[src/rtl/seven_segment_scanner_pkg.sv]
// Purpose: seven-segment pattern constants, segment bus bit order and scan phase type shared by display blocks.
// Latency: n/a (constants and types only).
// Backpressure: n/a.
package seven_segment_scanner_pkg;

   // Segment bus bit order: {a,b,c,d,e,f,g,dp}; bit 7 = a, bit 0 = dp.
   localparam int SEG_W      = 8;
   localparam int SEG_DP_BIT = 0;

   // Active-high abcdefg patterns for each hex digit.
   localparam logic [6:0] SEG_HEX_0 = 7'b1111110;
   localparam logic [6:0] SEG_HEX_1 = 7'b0110000;
   localparam logic [6:0] SEG_HEX_2 = 7'b1101101;
   localparam logic [6:0] SEG_HEX_3 = 7'b1111001;
   localparam logic [6:0] SEG_HEX_4 = 7'b0110011;
   localparam logic [6:0] SEG_HEX_5 = 7'b1011011;
   localparam logic [6:0] SEG_HEX_6 = 7'b1011111;
   localparam logic [6:0] SEG_HEX_7 = 7'b1110000;
   localparam logic [6:0] SEG_HEX_8 = 7'b1111111;
   localparam logic [6:0] SEG_HEX_9 = 7'b1111011;
   localparam logic [6:0] SEG_HEX_A = 7'b1110111;
   localparam logic [6:0] SEG_HEX_B = 7'b0011111;
   localparam logic [6:0] SEG_HEX_C = 7'b1001110;
   localparam logic [6:0] SEG_HEX_D = 7'b0111101;
   localparam logic [6:0] SEG_HEX_E = 7'b1001111;
   localparam logic [6:0] SEG_HEX_F = 7'b1000111;
   localparam logic [6:0] SEG_BLANK = 7'b0000000;

   // Within a digit slot: leading anti-ghosting gap, then the lit portion.
   typedef enum logic {
      PH_BLANK = 1'b0,
      PH_SHOW  = 1'b1
   } phase_t;

endpackage

[src/rtl/hex_to_seven_segment.sv]
// Purpose: combinational 4-bit hex to active-high abcdefg segment decode.
// Latency: 0 cycles (pure combinational).
// Backpressure: none.
module hex_to_seven_segment
   import seven_segment_scanner_pkg::*;
(
   input  logic [3:0] hex,
   output logic [6:0] seg
);

   // Table lookup of the glyph for each nibble value.
   always_comb begin
      seg = SEG_BLANK;
      case (hex)
         4'h0: seg = SEG_HEX_0;
         4'h1: seg = SEG_HEX_1;
         4'h2: seg = SEG_HEX_2;
         4'h3: seg = SEG_HEX_3;
         4'h4: seg = SEG_HEX_4;
         4'h5: seg = SEG_HEX_5;
         4'h6: seg = SEG_HEX_6;
         4'h7: seg = SEG_HEX_7;
         4'h8: seg = SEG_HEX_8;
         4'h9: seg = SEG_HEX_9;
         4'hA: seg = SEG_HEX_A;
         4'hB: seg = SEG_HEX_B;
         4'hC: seg = SEG_HEX_C;
         4'hD: seg = SEG_HEX_D;
         4'hE: seg = SEG_HEX_E;
         4'hF: seg = SEG_HEX_F;
      endcase
   end

endmodule

[src/rtl/seven_segment_scanner.sv]
// Purpose: time-multiplexed N-digit seven-segment scanner with per-slot blanking gap, frame snapshot and leading-zero blanking.
// Latency: outputs registered, pins follow the internal scan state one cycle later.
// Backpressure: none; free-running scan, inputs sampled only at frame start.
module seven_segment_scanner
   import seven_segment_scanner_pkg::*;
#(
   parameter int N_DIGITS       = 4,
   parameter int REFRESH_DIV    = 3000,
   parameter int BLANK_CYCLES   = 300,
   parameter bit SEG_ACTIVE_LOW = 1'b0,
   parameter bit DIG_ACTIVE_LOW = 1'b1
) (
   input  logic                    clock,
   input  logic                    reset_n,
   input  logic [4*N_DIGITS-1:0]   number,
   input  logic [N_DIGITS-1:0]     dots,
   input  logic                    lz_blank,
   output logic [SEG_W-1:0]        segments,
   output logic [N_DIGITS-1:0]     digit,
   output logic                    frame_start
);

   localparam int CNT_W = $clog2(REFRESH_DIV);
   localparam int IDX_W = (N_DIGITS > 1) ? $clog2(N_DIGITS) : 1;

   // Inactive pin levels; XOR with these converts active-high values to pin polarity.
   localparam logic [SEG_W-1:0]    SEG_OFF = {SEG_W{SEG_ACTIVE_LOW}};
   localparam logic [N_DIGITS-1:0] DIG_OFF = {N_DIGITS{DIG_ACTIVE_LOW}};

   logic [CNT_W-1:0]       cnt_q, cnt_d;
   logic [IDX_W-1:0]       idx_q, idx_d;
   logic [4*N_DIGITS-1:0]  number_sh_q, number_sh_d;
   logic [N_DIGITS-1:0]    dots_sh_q, dots_sh_d;
   logic                   lz_sh_q, lz_sh_d;
   logic [SEG_W-1:0]       segments_q, segments_d;
   logic [N_DIGITS-1:0]    digit_q, digit_d;
   logic                   frame_start_q, frame_start_d;

   logic                   cnt_wrap;
   logic                   snap;
   phase_t                 phase;
   logic [3:0]             cur_nib;
   logic [6:0]             dec_seg;
   logic                   cur_dot;
   logic                   suppress;
   logic [N_DIGITS-1:0]    zero_from;
   logic [SEG_W-1:0]       seg_raw;
   logic [N_DIGITS-1:0]    dig_raw;

   hex_to_seven_segment u_dec (
      .hex (cur_nib),
      .seg (dec_seg)
   );

   // Slot counter, digit index and frame-start snapshot of the inputs.
   always_comb begin
      cnt_wrap = (cnt_q == CNT_W'(REFRESH_DIV - 1));
      cnt_d    = cnt_wrap ? '0 : cnt_q + CNT_W'(1);
      idx_d    = idx_q;
      if (cnt_wrap) begin
         idx_d = (idx_q == IDX_W'(N_DIGITS - 1)) ? '0 : idx_q + IDX_W'(1);
      end
      snap        = (cnt_q == '0) && (idx_q == '0);
      number_sh_d = snap ? number   : number_sh_q;
      dots_sh_d   = snap ? dots     : dots_sh_q;
      lz_sh_d     = snap ? lz_blank : lz_sh_q;
   end

   // zero_from[i]: every nibble from i up to the most significant one is zero.
   always_comb begin
      zero_from             = '0;
      zero_from[N_DIGITS-1] = (number_sh_q[4*N_DIGITS-1 -: 4] == 4'h0);
      for (int i = N_DIGITS - 2; i >= 0; i--) begin
         zero_from[i] = zero_from[i+1] && (number_sh_q[4*i +: 4] == 4'h0);
      end
   end

   // Next pin values for the current slot position, converted to pin polarity.
   always_comb begin
      phase    = (cnt_q < CNT_W'(BLANK_CYCLES)) ? PH_BLANK : PH_SHOW;
      cur_nib  = number_sh_q[{idx_q, 2'b00} +: 4];
      cur_dot  = dots_sh_q[idx_q];
      suppress = lz_sh_q && (idx_q != '0) && zero_from[idx_q];
      seg_raw  = {dec_seg, cur_dot};
      dig_raw  = '0;
      dig_raw[idx_q] = 1'b1;
      if (phase == PH_BLANK) begin
         seg_raw = '0;
         dig_raw = '0;
      end else if (suppress) begin
         // A blanked leading zero keeps only its decimal point, if any.
         seg_raw             = {SEG_BLANK, 1'b0};
         seg_raw[SEG_DP_BIT] = cur_dot;
         if (!cur_dot) begin
            dig_raw = '0;
         end
      end
      segments_d    = seg_raw ^ SEG_OFF;
      digit_d       = dig_raw ^ DIG_OFF;
      frame_start_d = snap;
   end

   // State and output registers; async reset drives all pins inactive immediately.
   always_ff @(posedge clock or negedge reset_n) begin
      if (!reset_n) begin
         cnt_q         <= '0;
         idx_q         <= '0;
         number_sh_q   <= '0;
         dots_sh_q     <= '0;
         lz_sh_q       <= 1'b0;
         segments_q    <= SEG_OFF;
         digit_q       <= DIG_OFF;
         frame_start_q <= 1'b0;
      end else begin
         cnt_q         <= cnt_d;
         idx_q         <= idx_d;
         number_sh_q   <= number_sh_d;
         dots_sh_q     <= dots_sh_d;
         lz_sh_q       <= lz_sh_d;
         segments_q    <= segments_d;
         digit_q       <= digit_d;
         frame_start_q <= frame_start_d;
      end
   end

   assign segments    = segments_q;
   assign digit       = digit_q;
   assign frame_start = frame_start_q;

endmodule
[config.mk]
export PLATFORM = sky130hd
export DESIGN_NAME = seven_segment_scanner
export DESIGN_NICKNAME = d
export VERILOG_FILES = /design/src/rtl/seven_segment_scanner_pkg.sv /design/src/rtl/hex_to_seven_segment.sv /design/src/rtl/seven_segment_scanner.sv
export SDC_FILE = /design/constraint.sdc
export NUM_CORES = 1
export LEC_CHECK = 0
export BUFFER_PORTS_ARGS = -buffer_cell sky130_fd_sc_hd__buf_2
export CAP_MARGIN = 20
export CORE_MARGIN = 2
export CORE_UTILIZATION = 60
export CTS_CLUSTER_SIZE = 10
export DETAILED_ROUTE_END_ITERATION = 6
export PLACE_DENSITY = 0.83
export RECOVER_POWER = 25
export SLEW_MARGIN = 25
export SYNTH_ARGS = -nofsm -noshare
export SYNTH_HDL_FRONTEND = slang
export SYNTH_SLANG_ARGS = --single-unit
export TNS_END_PERCENT = 30
[constraint.sdc]
create_clock -name clock -period 5.2 [get_ports clock]
set_input_delay 0.52 -clock clock [delete_from_list [all_inputs] [get_ports clock]]
set_output_delay 0.52 -clock clock [all_outputs]
set_load 0.1 [all_outputs]
=== Word-level counts from Yosys, hierarchy flattened ===
Memory sizes are Yosys's and may differ from the RTL's.
Cells that the tools add are included.

* Memory bits (read-only): 112
* Input bits: 23
* Memories: 1
* Register bits: 48
* Word-level logic and storage cells: 45

* Reduce and logical (&&, ||, !) cells: 14
* Shifts and indexed selects: 1
* Bitwise gates (word level): 1
* Order comparisons: 3
* Multiplexer cells: 13
* Add/sub/neg operators: 2
* Equality and inequality tests: 2

{| class="wikitable"
|+ Memories
! memory !! depth !! bits a word !! rd ports !! clocked after memory_dff !! write ports !! line !! text
|-
| (name not given) || 16 || 7 || 1 || 0 || 0 || hex_to_seven_segment.sv:14 || <nowiki>case (hex)</nowiki>
|}

{| class="wikitable"
|+ Operators with widths
! operator !! number
|-
| zero test 4 bit || 4
|-
| 2-to-1 mux 8 bit || 2
|-
| variable part select 16 x 5 -> 4 bit || 1
|-
| adder 12 x 1 -> 12 bit (second input constant) || 1
|-
| == test 12 bit (second input constant) || 1
|-
| zero test 12 bit || 1
|-
| < comparator 12 x 9 -> 1 bit (second input constant) || 1
|-
| 2-to-1 mux 12 bit || 1
|-
| 2-to-1 mux 4 bit || 3
|-
| logical AND 1 bit || 7
|-
| binary-select mux 1 bit (select 2 bit) || 2
|-
| NOT 4 bit || 1
|-
| < comparator 2 x 3 -> 1 bit (second input constant) || 1
|-
| 2-to-1 mux 1 bit || 3
|-
| adder 2 x 1 -> 2 bit (second input constant) || 1
|-
| demux 1 bit (select 2 bit) || 1
|-
| == test 2 bit (second input constant) || 1
|-
| greater-or-equal comparator 2 x 1 -> 1 bit (second input constant) || 1
|-
| zero test 2 bit || 1
|-
| 2-to-1 mux 2 bit || 1
|-
| nonzero test 2 bit || 1
|}

=== Depth between registers and ports, before layout ===
* Depth after elaboration: 10
* Gate-level depth with buffers: 10
* Gate-level depth less buffers: 7

=== Cells and area by module ===
Synthesis repeated with hierarchy kept, for this count alone.

* Cell total of the unflattened synthesis: 199
* Area total of the unflattened synthesis: 2491.1 um^2

{| class="wikitable"
|+ By module, submodules not included
! module !! sequential area each (um^2) !! cells an instance !! area each (um^2) !! times used
|-
| seven_segment_scanner || 1206.2 || 166 || 2200.9 || 1
|-
| hex_to_seven_segment || 0.0 || 33 || 290.3 || 1
|}

=== Worst setup path before layout ===
Ideal clock, no wire load.

* Path type: reg2reg
* Start point: register idx_q[1]
* End point: register segments_q[7], in the netlist segments[7]
* Stages on the path, launching flop included: 11
* Setup time: 0.151 ns
* Clock period less this slack: 2.004 ns
* Buffers on the path: 3
* Path slack: 3.196 ns
* Required time: 5.049 ns
* Arrival: 1.853 ns
* Cell sequence: dfrtp_1 clkbuf_2 buf_2 inv_1 ha_1 nor4b_1 nand2_1 a211oi_1 or2_2 buf_4 a311oi_1

* Longest elaborated chain between the ends: 5
* Elaborated cells between the ends (all ways): 9
* Those cells by class: 1 x shift; 4 x mux; 3 x reduce/logical; 1 x memory

{| class="wikitable"
|+ RTL lines
! element !! line !! text
|-
| start: declaration || seven_segment_scanner.sv:31 || <nowiki>logic [IDX_W-1:0] idx_q, idx_d;</nowiki>
|-
| start signal: assignment || seven_segment_scanner.sv:116 || <nowiki>idx_q <= idx_d;</nowiki>
|-
| parallel branches: the longest is 3 deep, another holds memory read (16 x 7 bit) || -- ||
|-
| 2-to-1 mux 8 bit * || seven_segment_scanner.sv:90 || <nowiki>end else if (suppress) begin</nowiki>
|-
| 2-to-1 mux 8 bit * || seven_segment_scanner.sv:87 || <nowiki>if (phase == PH_BLANK) begin</nowiki>
|-
| net seg_raw[7] || seven_segment_scanner.sv:47 || <nowiki>logic [SEG_W-1:0] seg_raw;</nowiki>
|-
| end signal: assignment || seven_segment_scanner.sv:120 || <nowiki>segments_q <= segments_d;</nowiki>
|-
| end: declaration || seven_segment_scanner.sv:35 || <nowiki>logic [SEG_W-1:0] segments_q, segments_d;</nowiki>
|}

Mark *: on every way through the listed nets, which the timed path passes. The select of a mux whose other input is x is not followed.
A chain may end at the register's enable or synchronous reset.

=== Worst setup path in the final report ===
* Start point: register cnt_q[10]
* End point: register number_sh_q[14]

* Longest elaborated chain between the ends: 2

{| class="wikitable"
|+ RTL lines
! element !! line !! text
|-
| start: declaration || seven_segment_scanner.sv:30 || <nowiki>logic [CNT_W-1:0] cnt_q, cnt_d;</nowiki>
|-
| start signal: assignment || seven_segment_scanner.sv:115 || <nowiki>cnt_q <= cnt_d;</nowiki>
|-
| zero test 12 bit || seven_segment_scanner.sv:63 || <nowiki>snap = (cnt_q == '0) && (idx_q == '0);</nowiki>
|-
| logical AND 1 bit || seven_segment_scanner.sv:63 ||
|-
| end signal: assignment || seven_segment_scanner.sv:117 || <nowiki>number_sh_q <= number_sh_d;</nowiki>
|-
| end: declaration || seven_segment_scanner.sv:32 || <nowiki>logic [4*N_DIGITS-1:0] number_sh_q, number_sh_d;</nowiki>
|}

No other way between the ends.

==> results.sh <==
export IMPL_cts_root_buffer="clkbuf_8"
export IMPL_avgSynthCellArea_um2=12.1
export IMPL_p_seq_frac=0.535
export IMPL_ff2ff_setup_slack_ps=2590
export IMPL_critPathLaunchType="register"
export IMPL_grt_overflow_total=0
export IMPL_synth_ff_type="dfrtp_1"
export IMPL_num_rows=23
export IMPL_portBuffers=35
export IMPL_grt_busiest_layer="met2"
export IMPL_use_met2=0.315
export IMPL_synth_top_area_share=0.431
export IMPL_fin_crit_sh=0.502
export IMPL_ir_worst_vdd_v=0.000171
export IMPL_drt_wirelength_per_cell_um=15.6
export IMPL_run_status="complete, but fails checks"
export IMPL_gp_congestion=0.888
export IMPL_synth_area_um2=2550
export IMPL_netlist_top_cells_area="dfrtp_1 43%, mux2_4 11%, ha_1 5.9%"
export IMPL_crit_fanout=22
export IMPL_use_met1=0.285
export IMPL_slew_violations=49
export IMPL_finish_utilization=0.701
export IMPL_grt_pass1_vias=1684
export IMPL_cts_path_max_buffers=2
export IMPL_nets=280
export IMPL_grt_pass1_wl_um=7870
export IMPL_switching_share=0.210
export IMPL_postRouteAntennaNets=0
export IMPL_hold_path_end="number_sh_q[13]$_DFFE_PN0P_"
export IMPL_grt_max_degree=49
export IMPL_critPathCaptureType="register"
export IMPL_totalWireLength_um=4620
export IMPL_finalClockSkew_ps=10.1
export IMPL_required_ps=5390
export IMPL_diodes=0
export IMPL_hold_viol=0
export IMPL_synth_edf_count=0
export IMPL_combPwrFrac=0.068
export IMPL_r2r_cells=4
export IMPL_grtUsageTotal=0.206
export IMPL_die_w_um=69.3
export IMPL_cts_setup_buffers=0
export IMPL_core_area_um2=4060
export IMPL_p_switching_uw=153
export IMPL_hp_class="primary input to register"
export IMPL_setup_violations=0
export IMPL_powerDensity_nw_per_um2=257
export IMPL_r2r_start="cnt_q[10]$_DFF_PN0_"
export IMPL_syn_nets=247
export IMPL_async_reset_ff_frac=1.00
export IMPL_die_h_um=69.3
export IMPL_clk_pin_slew_ps=90
export IMPL_drt_initial_drc_count=96
export IMPL_worst_slew_pin_slew_ps=2420
export IMPL_dp_hpwl_um=3270
export IMPL_violations="capacitance limit, slew limit"
export IMPL_vias_per_cell=5.78
export IMPL_drc_errors=0
export IMPL_clockPowerShare=0.397
export IMPL_r2r_end="number_sh_q[14]$_DFFE_PN0P_"
export IMPL_min_period_ps=2610
export IMPL_die_area_um2=4800
export IMPL_synth_yosys_seq_area_share=0.472
export IMPL_min_path_cells=2
export IMPL_cts_hold_buf=0
export IMPL_ctsHtreeMaxLevel=2
export IMPL_synth_cells=212
export IMPL_drtPass1Iterations=4
export IMPL_ys_warn_count=0
export IMPL_power_leakage_nw=1.36
export IMPL_fin_tns_setup_ps=0
export IMPL_grt_antenna_before_repair=0
export IMPL_tritoncts="done"
export IMPL_maxSlewHeadroom=-0.616
export IMPL_arrival_ps=2800
export IMPL_max_freq_mhz=383
export IMPL_ys_types=43
export IMPL_ys_seq_elements=48
export IMPL_start_util=0.630
export IMPL_pin_count=36
export IMPL_yosys_area_top_type="dfrtp_1"
export IMPL_rsz0062_at_grt="false"
export IMPL_post_cts_resized=0
export IMPL_hp_start="number[13]"
export IMPL_vias=1712
export IMPL_drive_gt1_frac=0.317
export IMPL_met3_usage=0.0523
export IMPL_crit_type="register to register"
export IMPL_numCtsBuffers=5
export IMPL_areaGrowthSynthToFinish_pct=11.3
export IMPL_maxCapViolCount=1
export IMPL_cts_sinks=48
export IMPL_intPower_uw=576
export IMPL_clkLatencyLatePin_ps=310
==> worst max path at each step <==
stage | startpoint | endpoint | slack [ps]
after floorplan | idx_q[1]$_DFFE_PN0N_ | segments[7]$_DFF_PN0_ | 3200
after global placement | cnt_q[10]$_DFF_PN0_ | number_sh_q[3]$_DFFE_PN0P_ | 2680
after detailed placement | cnt_q[10]$_DFF_PN0_ | number_sh_q[12]$_DFFE_PN0P_ | 2650
after CTS | cnt_q[10]$_DFF_PN0_ | number_sh_q[14]$_DFFE_PN0P_ | 2560
after global routing | reset_n | cnt_q[9]$_DFF_PN0_ | 2330
final | cnt_q[10]$_DFF_PN0_ | number_sh_q[14]$_DFFE_PN0P_ | 2590
==> state kept, by name, indices dropped and copies added (netlist names) <==
name and count:
number_sh_q 16, digit 4, idx_q 2, frame_start 1, segments 8, dots_sh_q 4, cnt_q 12, lz_sh_q 1
==> layer usage <==
layer | wire (um) | part of all wire | vias up
met5 | 0 | 0 | -
met4 | 70 | 0.015 | 0
met3 | 279 | 0.060 | 7
met2 | 2150 | 0.46 | 61
met1 | 2120 | 0.46 | 828
li1 | - | - | 816
==> cells in the mapped netlist (2+ instances only) <==
| master | instances |
|---|---|
| dfrtp_1 | 44 |
| mux2i_1 | 7 |
| dfstp_2 | 4 |
| a21oi_1 | 3 |
| xor2_1 | 9 |
| mux2_2 | 5 |
| o21ai_0 | 5 |
| nor3_1 | 4 |
| nand4_1 | 3 |
| buf_6 | 4 |
| a311oi_1 | 3 |
| ha_1 | 12 |
| a211oi_1 | 4 |
| nor4_1 | 3 |
| nand2_1 | 14 |
| nor2_1 | 22 |
| buf_4 | 3 |
| nor3b_1 | 2 |
| nand3_1 | 7 |
| nor4b_1 | 2 |
| mux4_2 | 3 |
| inv_1 | 8 |
| xnor2_1 | 3 |
| mux2_4 | 19 |
==> power groups by stage <==
stage	Sequential (mW)	Clock [mW]	Combinational, mW
global route	0.391	0.312	0.0552
global placement	0.397	0	0.0478
detailed placement	0.397	0	0.0499
finish	0.390	0.290	0.0493
floorplan	0.394	0	0.0304
CTS	0.390	0.296	0.0501
==> through the flow <==
stage | setup WS, ps | hold WS [ps] | total power [mW] | std cells | area [um^2]
floorplan | 3200 | 224 | 0.424 | 212 | 2550
global placement | 2680 | 500 | 0.445 | 288 | 2720
detailed placement | 2650 | 510 | 0.447 | 288 | 2720
CTS | 2560 | 419 | 0.736 | 296 | 2850
global route | 2330 | 431 | 0.759 | 296 | 2840
finish | 2590 | 441 | 0.730 | 296 | 2840
==> cell type report <==
class	count	area, um^2
Timing Repair Buffer	36	181
Fill cell	282	1210
Tap cell	50	62.6
Inverter	9	33.8
Clock buffer	7	96.3
Multi-Input combinational cell	145	1230
Clock inverter	1	30.0
Sequential cell	48	1210
==> critical path, cell delays in order (launching register included) <==
cell	delay, ps
dfrtp_1	460
or3_1	430
nor4_2	240
nand4b_2	780
mux2_4	570
==> cells by family after synthesis <==
family          share of synthesized area
compound gates                     0.0671
xor+xnor                           0.0411
fa+ha+maj                          0.0588
buf+inv                            0.0450
flops                               0.472
mux                                 0.188
simple gates                        0.128
==> placed cells by master (no fill, tap or decap), drive strengths merged, types with 2 or more instances in the layout <==
cell,instances
a211oi,4
a21oi,3
a311oi,3
buf,35
clkbuf,8
dfrtp,44
dfstp,4
ha,12
inv,8
mux2,24
mux2i,7
mux4,3
nand2,14
nand3,7
nand4,3
nor2,22
nor3,4
nor3b,2
nor4,4
nor4b,2
o21ai,5
xnor2,3
xor2,9
Note: power is estimated with default switching activity, not from simulation.
